$ cat config.mk
export PLATFORM = sky130hd
export DESIGN_NAME = operand_buffer
export DESIGN_NICKNAME = d
export VERILOG_FILES = /design/src/rtl/operand_buffer.sv
export SDC_FILE = /design/constraint.sdc
export NUM_CORES = 1
export LEC_CHECK = 0
export ABC_CLOCK_PERIOD_IN_PS = 3800
export CAP_MARGIN = 20
export CORE_MARGIN = 5
export CORE_UTILIZATION = 43
export DETAILED_ROUTE_END_ITERATION = 10
export GPL_TIMING_DRIVEN = 0
export PLACE_DENSITY_LB_ADDON = 0.12
export SLEW_MARGIN = 20
export SYNTH_ARGS = -nofsm -noshare
export SYNTH_HDL_FRONTEND = slang
export SYNTH_SLANG_ARGS = --single-unit
$ cat constraint.sdc
create_clock -name clk -period 3.8 [get_ports clk]
set_input_delay 0.57 -clock clk [delete_from_list [all_inputs] [get_ports clk]]
set_output_delay 0.57 -clock clk [all_outputs]
set_load 0.05 [all_outputs]
$ cat src/rtl/operand_buffer.sv
// operand_buffer
//   Operand store for the systolic array. One frame is streamed in over a
//   valid/ready handshake: N*N weight elements then N*N input elements,
//   row-major, one element per beat. The complete frame is presented on two
//   flat registered buses with a valid/ack handshake.
//
//   Build option: OPERAND_BUFFER_PINGPONG_EN
//     undefined - one bank; the presented buses are the bank itself.
//     defined   - two banks; the next frame loads while the current one is
//                 presented.
//
//   Ports:
//     clk        clock, rising edge
//     rst        synchronous active-high reset
//     in_valid   producer has an element on in_data
//     in_ready   buffer can accept an element (0 while rst=1)
//     in_data    element value
//     flush      abandon the partially loaded frame (load_idx <- 0)
//     out_valid  a complete frame is presented on weights/inputs
//     out_ack    consumer releases the presented frame
//     weights    element k = r*N+c at [k*DW +: DW]
//     inputs     same layout as weights
//     load_idx   index of the next element to be written
module operand_buffer #(
  parameter int N  = 2,
  parameter int DW = 8
) (
  input  logic                         clk,
  input  logic                         rst,
  input  logic                         in_valid,
  output logic                         in_ready,
  input  logic [DW-1:0]                in_data,
  input  logic                         flush,
  output logic                         out_valid,
  input  logic                         out_ack,
  output logic [N*N*DW-1:0]            weights,
  output logic [N*N*DW-1:0]            inputs,
  output logic [$clog2(2*N*N)-1:0]     load_idx
);

  localparam int NN = N * N;
  localparam int LW = $clog2(2 * NN);
  localparam logic [LW-1:0] LAST_IDX = LW'(2 * NN - 1);

  typedef enum logic {
    FILL = 1'b0,
    FULL = 1'b1
  } bank_st_t;

  logic              beat;
  logic              last_beat;
  logic              ack;
  logic [31:0]       widx;
  logic [LW-1:0]     load_idx_nxt;
  logic [NN*DW-1:0]  w_bank;
  logic [NN*DW-1:0]  i_bank;
  logic [NN*DW-1:0]  w_nxt;
  logic [NN*DW-1:0]  i_nxt;

  // flush wins over a concurrent beat
  assign beat      = in_valid && in_ready && !flush;
  assign last_beat = beat && (load_idx == LAST_IDX);
  assign ack       = out_ack && out_valid;
  assign widx      = 32'(load_idx);

  always_comb begin
    load_idx_nxt = load_idx;
    if (flush) begin
      load_idx_nxt = '0;
    end else if (beat) begin
      load_idx_nxt = last_beat ? '0 : load_idx + 1'b1;
    end
  end

  // Filling-bank contents after this edge's beat (if any)
  always_comb begin
    w_nxt = w_bank;
    i_nxt = i_bank;
    if (beat) begin
      if (widx < 32'(NN)) begin
        w_nxt[widx*DW +: DW] = in_data;
      end else begin
        i_nxt[(widx - 32'(NN))*DW +: DW] = in_data;
      end
    end
  end

`ifdef OPERAND_BUFFER_PINGPONG_EN

  // The presented bank is held in the output registers and the filling bank
  // in sh_w/sh_i; a swap copies the filling bank (including a last beat on
  // the same edge) into the output registers. A filling bank is always fully
  // rewritten before it can be presented, so this matches role swapping.
  bank_st_t          pres_st;
  bank_st_t          fill_st;
  logic [NN*DW-1:0]  sh_w;
  logic [NN*DW-1:0]  sh_i;
  logic              fill_full_nxt;
  logic              swap;

  assign w_bank        = sh_w;
  assign i_bank        = sh_i;
  assign in_ready      = !rst && (fill_st == FILL);
  assign out_valid     = (pres_st == FULL);
  assign fill_full_nxt = (fill_st == FULL) || last_beat;
  assign swap          = fill_full_nxt && (!out_valid || ack);

  always_ff @(posedge clk) begin
    if (rst) begin
      sh_w     <= '0;
      sh_i     <= '0;
      weights  <= '0;
      inputs   <= '0;
      load_idx <= '0;
      pres_st  <= FILL;
      fill_st  <= FILL;
    end else begin
      sh_w     <= w_nxt;
      sh_i     <= i_nxt;
      load_idx <= load_idx_nxt;
      if (swap) begin
        weights <= w_nxt;
        inputs  <= i_nxt;
        pres_st <= FULL;
        fill_st <= FILL;
      end else begin
        if (ack) begin
          pres_st <= FILL;
        end
        if (last_beat) begin
          fill_st <= FULL;
        end
      end
    end
  end

`else

  bank_st_t st;

  assign w_bank    = weights;
  assign i_bank    = inputs;
  assign in_ready  = !rst && (st == FILL);
  assign out_valid = (st == FULL);

  always_ff @(posedge clk) begin
    if (rst) begin
      weights  <= '0;
      inputs   <= '0;
      load_idx <= '0;
      st       <= FILL;
    end else begin
      weights  <= w_nxt;
      inputs   <= i_nxt;
      load_idx <= load_idx_nxt;
      if (last_beat) begin
        st <= FULL;
      end else if (ack) begin
        st <= FILL;
      end
    end
  end

`endif

endmodule

==> results.cfg, run 1 <==
[outcome]
run_status = finished, final reports clean

[setup_path]
worstRegToRegCells = 7
crit_path_max_incr_delay_ps = 610
cp-start-kind = flip-flop
endpoint_kind = flip-flop
critPathKind = flip-flop to flip-flop
cp.arrival_ps = 3260
r2r_start = load_idx[0]
crit_buf_inv = 2
worstPathCellList = clkbuf_1 -> inv_1 -> ha_1 -> ha_1 -> nor3b_1 -> o2111ai_1 -> mux2i_1
critPathTopFamily = adder cells
reg2reg_to = weights[21]
rrSetupSlack_ps = 730
required_ps = 3990
cpMostUsedCell = ha_1
crit_slowest_cell = o2111ai_1
critical_path.max_fanout = 10

[yosys]
yosysUniqueCellTypes = 35
seq_area_frac_synth_pct = 48.3
syn_area_um2 = 2820
syn-num-nets = 300
ys_ff_latch = 68
synth.avg_cell_area_um2 = 10.1
yosys_warnings = 0
syn_inst = 279

[floorplan]
die_w_um = 90.9
core_region_area_um2 = 6350
initial_utilization_pct = 44.4
die_h_um = 90.9
io_pins = 82
fp.dieArea_um2 = 8270
rows = 29

[layout]
seqCellArea_um2 = 1360
nets = 391
antennaDiodeCount = 0
syn2layout_area_growth_pct = 40.3
fillers = 583
layout-drive-gt1-share_pct = 6.40
multiInputGateArea_um2 = 1360

[global_routing]
grtUsageTotal_pct = 18.2
global_route.usage.met2_pct = 27.2
grt_pass1_vias = 2337
overflow = 0
grt_max_degree = 13
grt_use_met1_pct = 24.4
grt_pass1_wl_mm = 11.9
grt_antenna_before_repair = 0
top_usage_layer = met2
grt.met3_usage_pct = 6.20

[sta]
finalHoldViolCount = 0
fin_worst_skew_ps = 4.45
worst_pin_slew_ps = 1070
fmax_mhz = 326
maxSlewHeadroom_pct = 28.4
setup_violations = 0
slew_violations = 0
timing.hold.ws_ps = 461
period_share_pct = 80.8
rsz0062_at_grt = no
finalSetupTns_ps = 0
min_period_ps = 3070

[clock_tree]
htree_levels = 3
clockBufferDepth = 2
cts.sinks = 68
clockRootBuffer = clkbuf_8
cts_setup_buffers = 0
clock_latency_ps = 340
cts_resized = 0
cts_hold_buf = 0
clk_pin_slew_worst_paths_ps = 70
cts_buffers = 9
cts_tree = built

[routing]
drc = 0
wl_per_cell_um = 16.7
antenna_left = 0
wl_mm = 7.54
drt_iter0_drc = 94
first_pass_iters = 4
vias = 2398
viasPerCell = 5.31

[worst_hold_path]
hold_depth = 2
min_path_type = flip-flop to flip-flop
min-delay-start = weights[7]
min_to = weights[7]

[place]
routabilityCongestion = 0.778
place_hpwl_mm = 5.14
portBuffers = 80

[power]
irDropWorstVdd_mv = 0.263
power_density_nw_per_um2 = 387
p_leak_nw = 1.73

[flow_run]
maxCapViolCount = 0
-- flip-flops by register name (all words and copies together) (netlist names) --
signal	cells
inputs	32
load_idx	3
out_valid	1
weights	32
-- kinds of logic (layout without fill, tap and decap cells) --
logic type,Yosys count,in the layout,share of synthesized area [%]
flops,68,68,48.3
compound gates,28,28,7.82
mux,52,52,18.5
fa+ha+maj,8,8,3.55
simple gates,99,99,18.3
buf+inv,24,120,3.51
-- where the power goes --
part	total, mW	internal, mW	switching, mW
Combinational	0.0927	0.0315	0.0612
Clock	0.719	0.437	0.281
Sequential	0.717	0.715	0.00225
-- cells in the mapped netlist (all sizes together) --
cell type	n	share of area, %
a211oi	1	0.27
a21oi	3	0.53
a31o	1	0.31
and2	1	0.22
and4bb	3	1.3
buf	2	0.58
clkbuf	14	1.9
clkinv	1	0.13
dfxtp	68	48
ha	8	3.6
inv	7	0.93
mux2i	52	18
nand2	62	8.3
nand2b	3	0.67
nand3	9	1.6
nand4	1	0.22
nand4b	2	0.62
nor2	2	0.27
nor2b	3	0.67
nor3	2	0.36
nor3b	2	0.53
nor4	1	0.22
nor4b	2	1.2
nor4bb	2	0.71
o2111ai	1	0.31
o21ai	2	0.36
o311ai	11	3.4
o31ai	4	1.1
o41ai	5	1.6
or3	1	0.22
or4	1	0.40
or4b	2	0.84
-- worst reg2reg max path, stage by stage (launching register included) --
cell	delay, ps
dfxtp_1	420
clkbuf_1	370
inv_1	240
ha_1	290
ha_1	360
nor3b_1	370
o2111ai_1	610
mux2i_1	260
-- worst max path at each step --
stage | start | slack (ps) | endpoint | cells past startpoint
floorplan | load_idx[0] | 1010 | weights[16] | 7
global placement | load_idx[0] | 820 | weights[20] | 7
detailed placement | load_idx[0] | 780 | weights[21] | 7
CTS | load_idx[0] | 760 | weights[21] | 7
global route | load_idx[0] | 570 | weights[18] | 7
finish | load_idx[0] | 730 | weights[21] | 7
-- per-layer routing --
layer | vias to the layer above | share of wire [%] | wire length, um
met1 | 1130 | 47 | 3570
met4 | 0 | 2.3 | 170
met5 | - | 0 | 0
li1 | 1177 | - | -
met2 | 74 | 44 | 3320
met3 | 17 | 6.3 | 473
-- stage by stage --
| step | util [%] | setup slack [ps] | instances | power, mW | cell area [um2] |
|---|---|---|---|---|---|
| 3_3_place_gp | 58.5 | 816 | 436 | 0.827 | 3710 |
| 2_1_floorplan | - | 1010 | 279 | 0.787 | 2820 |
| 6_report | 62.2 | 728 | 452 | 1.53 | 3950 |
| 4_1_cts | 62.2 | 757 | 452 | 1.53 | 3950 |
| 5_1_grt | 62.2 | 571 | 452 | 1.58 | 3950 |
| 3_5_place_dp | 58.5 | 782 | 436 | 0.826 | 3710 |
-- layout by cell type, fill, tap and decap left out, types with 3 or more instances in the layout --
| cell | netlist | routed |
|---|---|---|
| ha_1 | 8 | 8 |
| o31ai_1 | 4 | 4 |
| clkdlybuf4s50_1 | 0 | 80 |
| o41ai_1 | 5 | 5 |
| bufinv_16 | 0 | 3 |
| nand2_1 | 62 | 62 |
| o311ai_0 | 11 | 11 |
| nand2b_1 | 3 | 3 |
| inv_1 | 7 | 7 |
| and4bb_2 | 3 | 3 |
| nor2b_1 | 3 | 3 |
| clkbuf_8 | 0 | 9 |
| clkbuf_1 | 14 | 15 |
| nand3_1 | 9 | 9 |
| mux2i_1 | 52 | 52 |
| a21oi_1 | 3 | 3 |
| dfxtp_1 | 68 | 68 |
-- cell type report --
class                      count  share of cell area (%)
buffer                        16                    1.74
clock buffer                  10                    3.23
clock inverter                 6                    2.82
inverter                       8                   0.760
multi-input combinational    187                    34.3
sequential                    68                    34.4
tap                           77                    2.44
timing repair buffer          80                    20.3
No activity file was read; power rests on OpenSTA's default activity.
==> inputs of run 2 (changes only) <==
--- a/config.mk
+++ b/config.mk
@@ -5,7 +5,7 @@
 export SDC_FILE = /design/constraint.sdc
 export NUM_CORES = 1
 export LEC_CHECK = 0
-export ABC_CLOCK_PERIOD_IN_PS = 3800
+export ABC_CLOCK_PERIOD_IN_PS = 3000
 export CAP_MARGIN = 20
 export CORE_MARGIN = 5
 export CORE_UTILIZATION = 43
==> constraint.sdc (replaced) <==
create_clock -name clk -period 3 [get_ports clk]
set_input_delay 0.45 -clock clk [delete_from_list [all_inputs] [get_ports clk]]
set_output_delay 0.45 -clock clk [all_outputs]
set_load 0.05 [all_outputs]
==> results.cfg, run 2 (synthesis results as in run 1) <==
[layout]
syn2layout_area_growth_pct = 41.4
antennaDiodeCount = 0
fin_util_pct = 62.7
nets = 392
layout_common_cells = clkdlybuf4s50_1 (80), dfxtp_1 (68), nand2_1 (62)
fin_cells = 453
final_common_cell = clkdlybuf4s50_1
layout-drive-gt1-share_pct = 7.18
largest_registers = inputs x32, weights x32, load_idx x3

[floorplan]
core_region_area_um2 = 6350
die_h_um = 90.9
rows = 29
initial_utilization_pct = 44.4
die_w_um = 90.9
fp.dieArea_um2 = 8270
io_pins = 82

[sta]
finalHoldViolCount = 0
rsz0062_at_grt = yes
fmax_mhz = 349
fin_worst_skew_ps = 6.77
finalSetupTns_ps = 0
setup_violations = 0
min_period_ps = 2870
worst_pin_slew_ps = 582
maxSlewHeadroom_pct = 61.2
period_share_pct = 95.6
slew_violations = 0

[setup_path]
critPathKind = flip-flop to flip-flop
required_ps = 3260
crit_path_max_incr_delay_ps = 460
cp-start-kind = flip-flop
cpMostUsedCell = ha_1
endpoint_kind = flip-flop
cp.arrival_ps = 3130
worstPathCellList = clkbuf_1 -> inv_1 -> ha_1 -> ha_1 -> nor3b_2 -> nand3_1 -> mux2i_1
crit_slowest_cell = nand3_1
critical_path.max_fanout = 10

[clock_tree]
clk_pin_slew_worst_paths_ps = 70
clockRootBuffer = clkbuf_8
cts_buffers = 9
clockBufferDepth = 2
cts_tree = built
clock_latency_ps = 350
cts.sinks = 68
htree_levels = 3
cts_hold_buf = 0

[routing]
first_pass_iters = 4
viasPerCell = 5.32
vias = 2411
drc = 0
antenna_left = 0
wl_per_cell_um = 16.8
wl_mm = 7.59
drt_iter0_drc = 82

[global_routing]
grt_pass1_vias = 2336
grt_pass1_wl_mm = 11.9
overflow = 0
grt_max_degree = 13
grt_antenna_before_repair = 0
grtUsageTotal_pct = 18.2

[power]
irDropWorstVdd_mv = 0.340
p_leak_nw = 1.74
power_density_nw_per_um2 = 487

[flow_run]
maxCapViolCount = 0

[place]
place_hpwl_mm = 5.14
place_inst = 436
portBuffers = 80
routabilityCongestion = 0.778

[worst_hold_path]
min_path_type = input port to flip-flop

[outcome]
run_status = finished, final reports clean
[run 2: cell types whose count changed in the layout (fill, tap and decap cells not counted)]
cell       before  now
nor3b_1         2    1
buf_4           0    1
o2111ai_4       0    1
nor3b_2         0    1
o2111ai_1       1    0
[run 2: routing by layer]
metal | global-route usage, % | routed length, um | part of all wire, % | vias up
met5 | 0 | 0 | 0 | -
met4 | 6.60 | 164 | 2.2 | 0
met3 | 6.20 | 502 | 6.6 | 14
met2 | 27.2 | 3350 | 44 | 77
met1 | 24.4 | 3570 | 47 | 1135
li1 | - | - | - | 1185
[run 2: worst paths after layout]
kind	start	endpoint	slack (ps)	depth (start not counted)
worst min-delay path	rst	out_valid	410	2
worst min register to register	weights[7]	weights[7]	460	2
worst max register to register	load_idx[0]	weights[11]	130	7
worst max-delay path	load_idx[0]	weights[11]	130	7
[run 2: final cells by class]
class,count,area (um2)
Buffer,16,68.8
Clock buffer,10,128
Fill cell,584,2370
Sequential cell,68,1360
Timing Repair Buffer,81,808
Multi-Input combinational cell,187,1380
Tap cell,77,96.3
Clock inverter,6,111
Inverter,8,30.0
[run 2: power by group]
part	switching [mW]	internal [mW]	leakage (nW)	total [mW]
Clock	0.359	0.554	0.117	0.913
Sequential	0.00291	0.906	0.548	0.909
Combinational	0.0786	0.0402	1.07	0.119
[run 2: stage by stage]
step | setup slack [ps] | hold slack, ps | power (mW) | instance area [um2]
3_3_place_gp | 16.5 | 446 | 1.05 | 3710
4_1_cts | 48.4 | 397 | 1.94 | 3960
3_5_place_dp | -17.8 | 452 | 1.05 | 3710
5_1_grt | -67.2 | 414 | 2.00 | 3980
6_report | 131 | 410 | 1.94 | 3980
2_1_floorplan | 206 | 528 | 0.997 | 2820
[run 2: what timing repair did]
action / in CTS / in global routing
endpoints found under the setup margin: 8 / 32
buffers inserted: 0 / 1
pin swaps: 0 / 1
gates resized for setup: 1 / 2
[run 2: worst max-delay path, delay by kind of cell, from the launching register on]
family                     cells  cell delay [ps]
adders and majority gates      2              650
and+or+nand+nor                2              800
muxes                          1              310
DFF                            1              410
buffers and inverters          2              610
==> inputs of run 3 (changes only) <==
--- a/config.mk
+++ b/config.mk
@@ -7,7 +7,7 @@
 export LEC_CHECK = 0
 export ABC_CLOCK_PERIOD_IN_PS = 3000
 export CAP_MARGIN = 20
-export CORE_MARGIN = 5
+export CORE_MARGIN = 1.5
 export CORE_UTILIZATION = 43
 export DETAILED_ROUTE_END_ITERATION = 10
 export GPL_TIMING_DRIVEN = 0
==> results.cfg, run 3 (synthesis results as in run 1) <==
[outcome]
run_status = finished, final reports clean

[setup_path]
crit_buf_inv = 3
cp.arrival_ps = 2940
reg2reg_to = inputs[16]
cp-start-kind = flip-flop
critPathTopFamily = buffers and inverters
endpoint_kind = flip-flop
rrSetupSlack_ps = 270
cpMostUsedCell = clkbuf_1
worstPathCellList = clkbuf_1 -> nand3_1 -> ha_1 -> clkbuf_1 -> nor4bb_1 -> nand4_1 -> buf_4 -> mux2i_1
crit_path_max_incr_delay_ps = 460
critical_path.max_fanout = 9
critPathKind = flip-flop to flip-flop
crit_slowest_cell = nor4bb_1
required_ps = 3210
worstRegToRegCells = 8
r2r_start = load_idx[2]

[layout]
multiInputGateArea_um2 = 1390
fillers = 554
layout-drive-gt1-share_pct = 8.24
largest_registers = inputs x32, weights x32, load_idx x3
syn2layout_area_growth_pct = 41.3
antennaDiodeCount = 0
seqCellArea_um2 = 1360
layout_common_cells = clkdlybuf4s50_1 (80), dfxtp_1 (68), nand2_1 (62)
fin_util_pct = 62.7
nets = 392
final_common_cell = clkdlybuf4s50_1

[power]
power_density_nw_per_um2 = 471
irDropWorstVdd_mv = 0.305
p_leak_nw = 1.74

[routing]
wl_per_cell_um = 16.5
drc = 0
first_pass_iters = 4
wl_mm = 7.47
vias = 2404
drt_iter0_drc = 122
antenna_left = 0
viasPerCell = 5.31

[worst_hold_path]
hold_depth = 2
min_to = out_valid
min_path_type = input port to flip-flop
min-delay-start = rst

[global_routing]
grt_max_degree = 13
grt_pass1_vias = 2379
grt_pass1_wl_mm = 11.9
overflow = 0
grtUsageTotal_pct = 21.7
grt_antenna_before_repair = 0

[sta]
setup_violations = 0
fin_worst_skew_ps = 9.35
finalSetupTns_ps = 0
finalHoldViolCount = 0
fmax_mhz = 367
setup_slack_ps = 274
maxSlewHeadroom_pct = 60.2
rsz0062_at_grt = no
slew_violations = 0
min_period_ps = 2730
worst_pin_slew_ps = 597
period_share_pct = 90.9

[clock_tree]
cts.sinks = 68
htree_levels = 3
clockBufferDepth = 2
clockRootBuffer = clkbuf_8
clk_pin_slew_worst_paths_ps = 80
cts_hold_buf = 0
cts_tree = built
clock_latency_ps = 340
cts_buffers = 9

[flow_run]
maxCapViolCount = 0

[floorplan]
rows = 29
fp.dieArea_um2 = 7040
die_h_um = 83.9
die_w_um = 83.9
initial_utilization_pct = 44.4
io_pins = 82
core_region_area_um2 = 6350

[place]
routabilityCongestion = 0.777
place_hpwl_mm = 5.06
pre_cts_ws_ps = 3.80
portBuffers = 80
run 3: changes by cell type in the layout (fill, tap and decap cells not counted):
cell        delta
nand3_1        -2
inv_6          -1
clkinvlp_4     -1
clkinv_2       +1
clkbuf_8       +1
bufinv_16      -1
clkinv_4       +2
nand3_2        +2
clkbuf_2       +1
clkbuf_1       -2
run 3: stage by stage:
| step | hold WS [ps] | std cells | area, um2 | power [mW] |
|---|---|---|---|---|
| after floorplan | 528 | 279 | 2820 | 0.997 |
| after global placement | 444 | 436 | 3710 | 1.05 |
| after detailed placement | 454 | 436 | 3710 | 1.05 |
| after CTS | 411 | 452 | 3950 | 1.89 |
| after global routing | 421 | 453 | 3980 | 1.95 |
| final | 423 | 453 | 3980 | 1.88 |
run 3: final cells by class:
type                    instances  area share, %
well taps                      77           2.42
multi-input cells             187           34.9
inverters                       8          0.754
repair buffers                 81           20.3
plain buffers                  16           1.76
clock inverters                 6           2.20
clock buffers                  10           3.46
flip-flops and latches         68           34.2
run 3: worst max-delay path by stage:
stage,from,end,cells past startpoint
2_1_floorplan,load_idx[0],weights[16],7
3_3_place_gp,load_idx[0],weights[19],7
3_5_place_dp,load_idx[0],weights[19],7
4_1_cts,load_idx[0],inputs[22],8
5_1_grt,load_idx[2],inputs[16],8
6_report,load_idx[2],inputs[16],8
run 3: worst register-to-register path, delay by kind of cell, from the launching register on:
kind | cells | cell delay [ps]
fa+ha+maj | 1 | 310
buf+inv | 3 | 940
flops | 1 | 420
mux | 1 | 130
simple gates | 3 | 790
run 3: power breakdown:
group / leakage (nW) / internal [mW] / switching [mW]
sequential: 0.548 / 0.906 / 0.00286
clock: 0.116 / 0.491 / 0.357
combinational: 1.08 / 0.0404 / 0.0797
total: 1.74 / 1.44 / 0.439
run 3: per-layer routing:
layer	GRT usage [%]	wire [um]
met4	5.96	87
met2	34.6	3510
met3	7.42	364
met1	28.1	3510
met5	0	0
run 3: what timing repair did:
action / in CTS / in global routing
buffers inserted: 0 / 1
endpoints found under the setup margin: 8 / 33
gates resized for setup: 1 / 6
pin swaps: 0 / 1
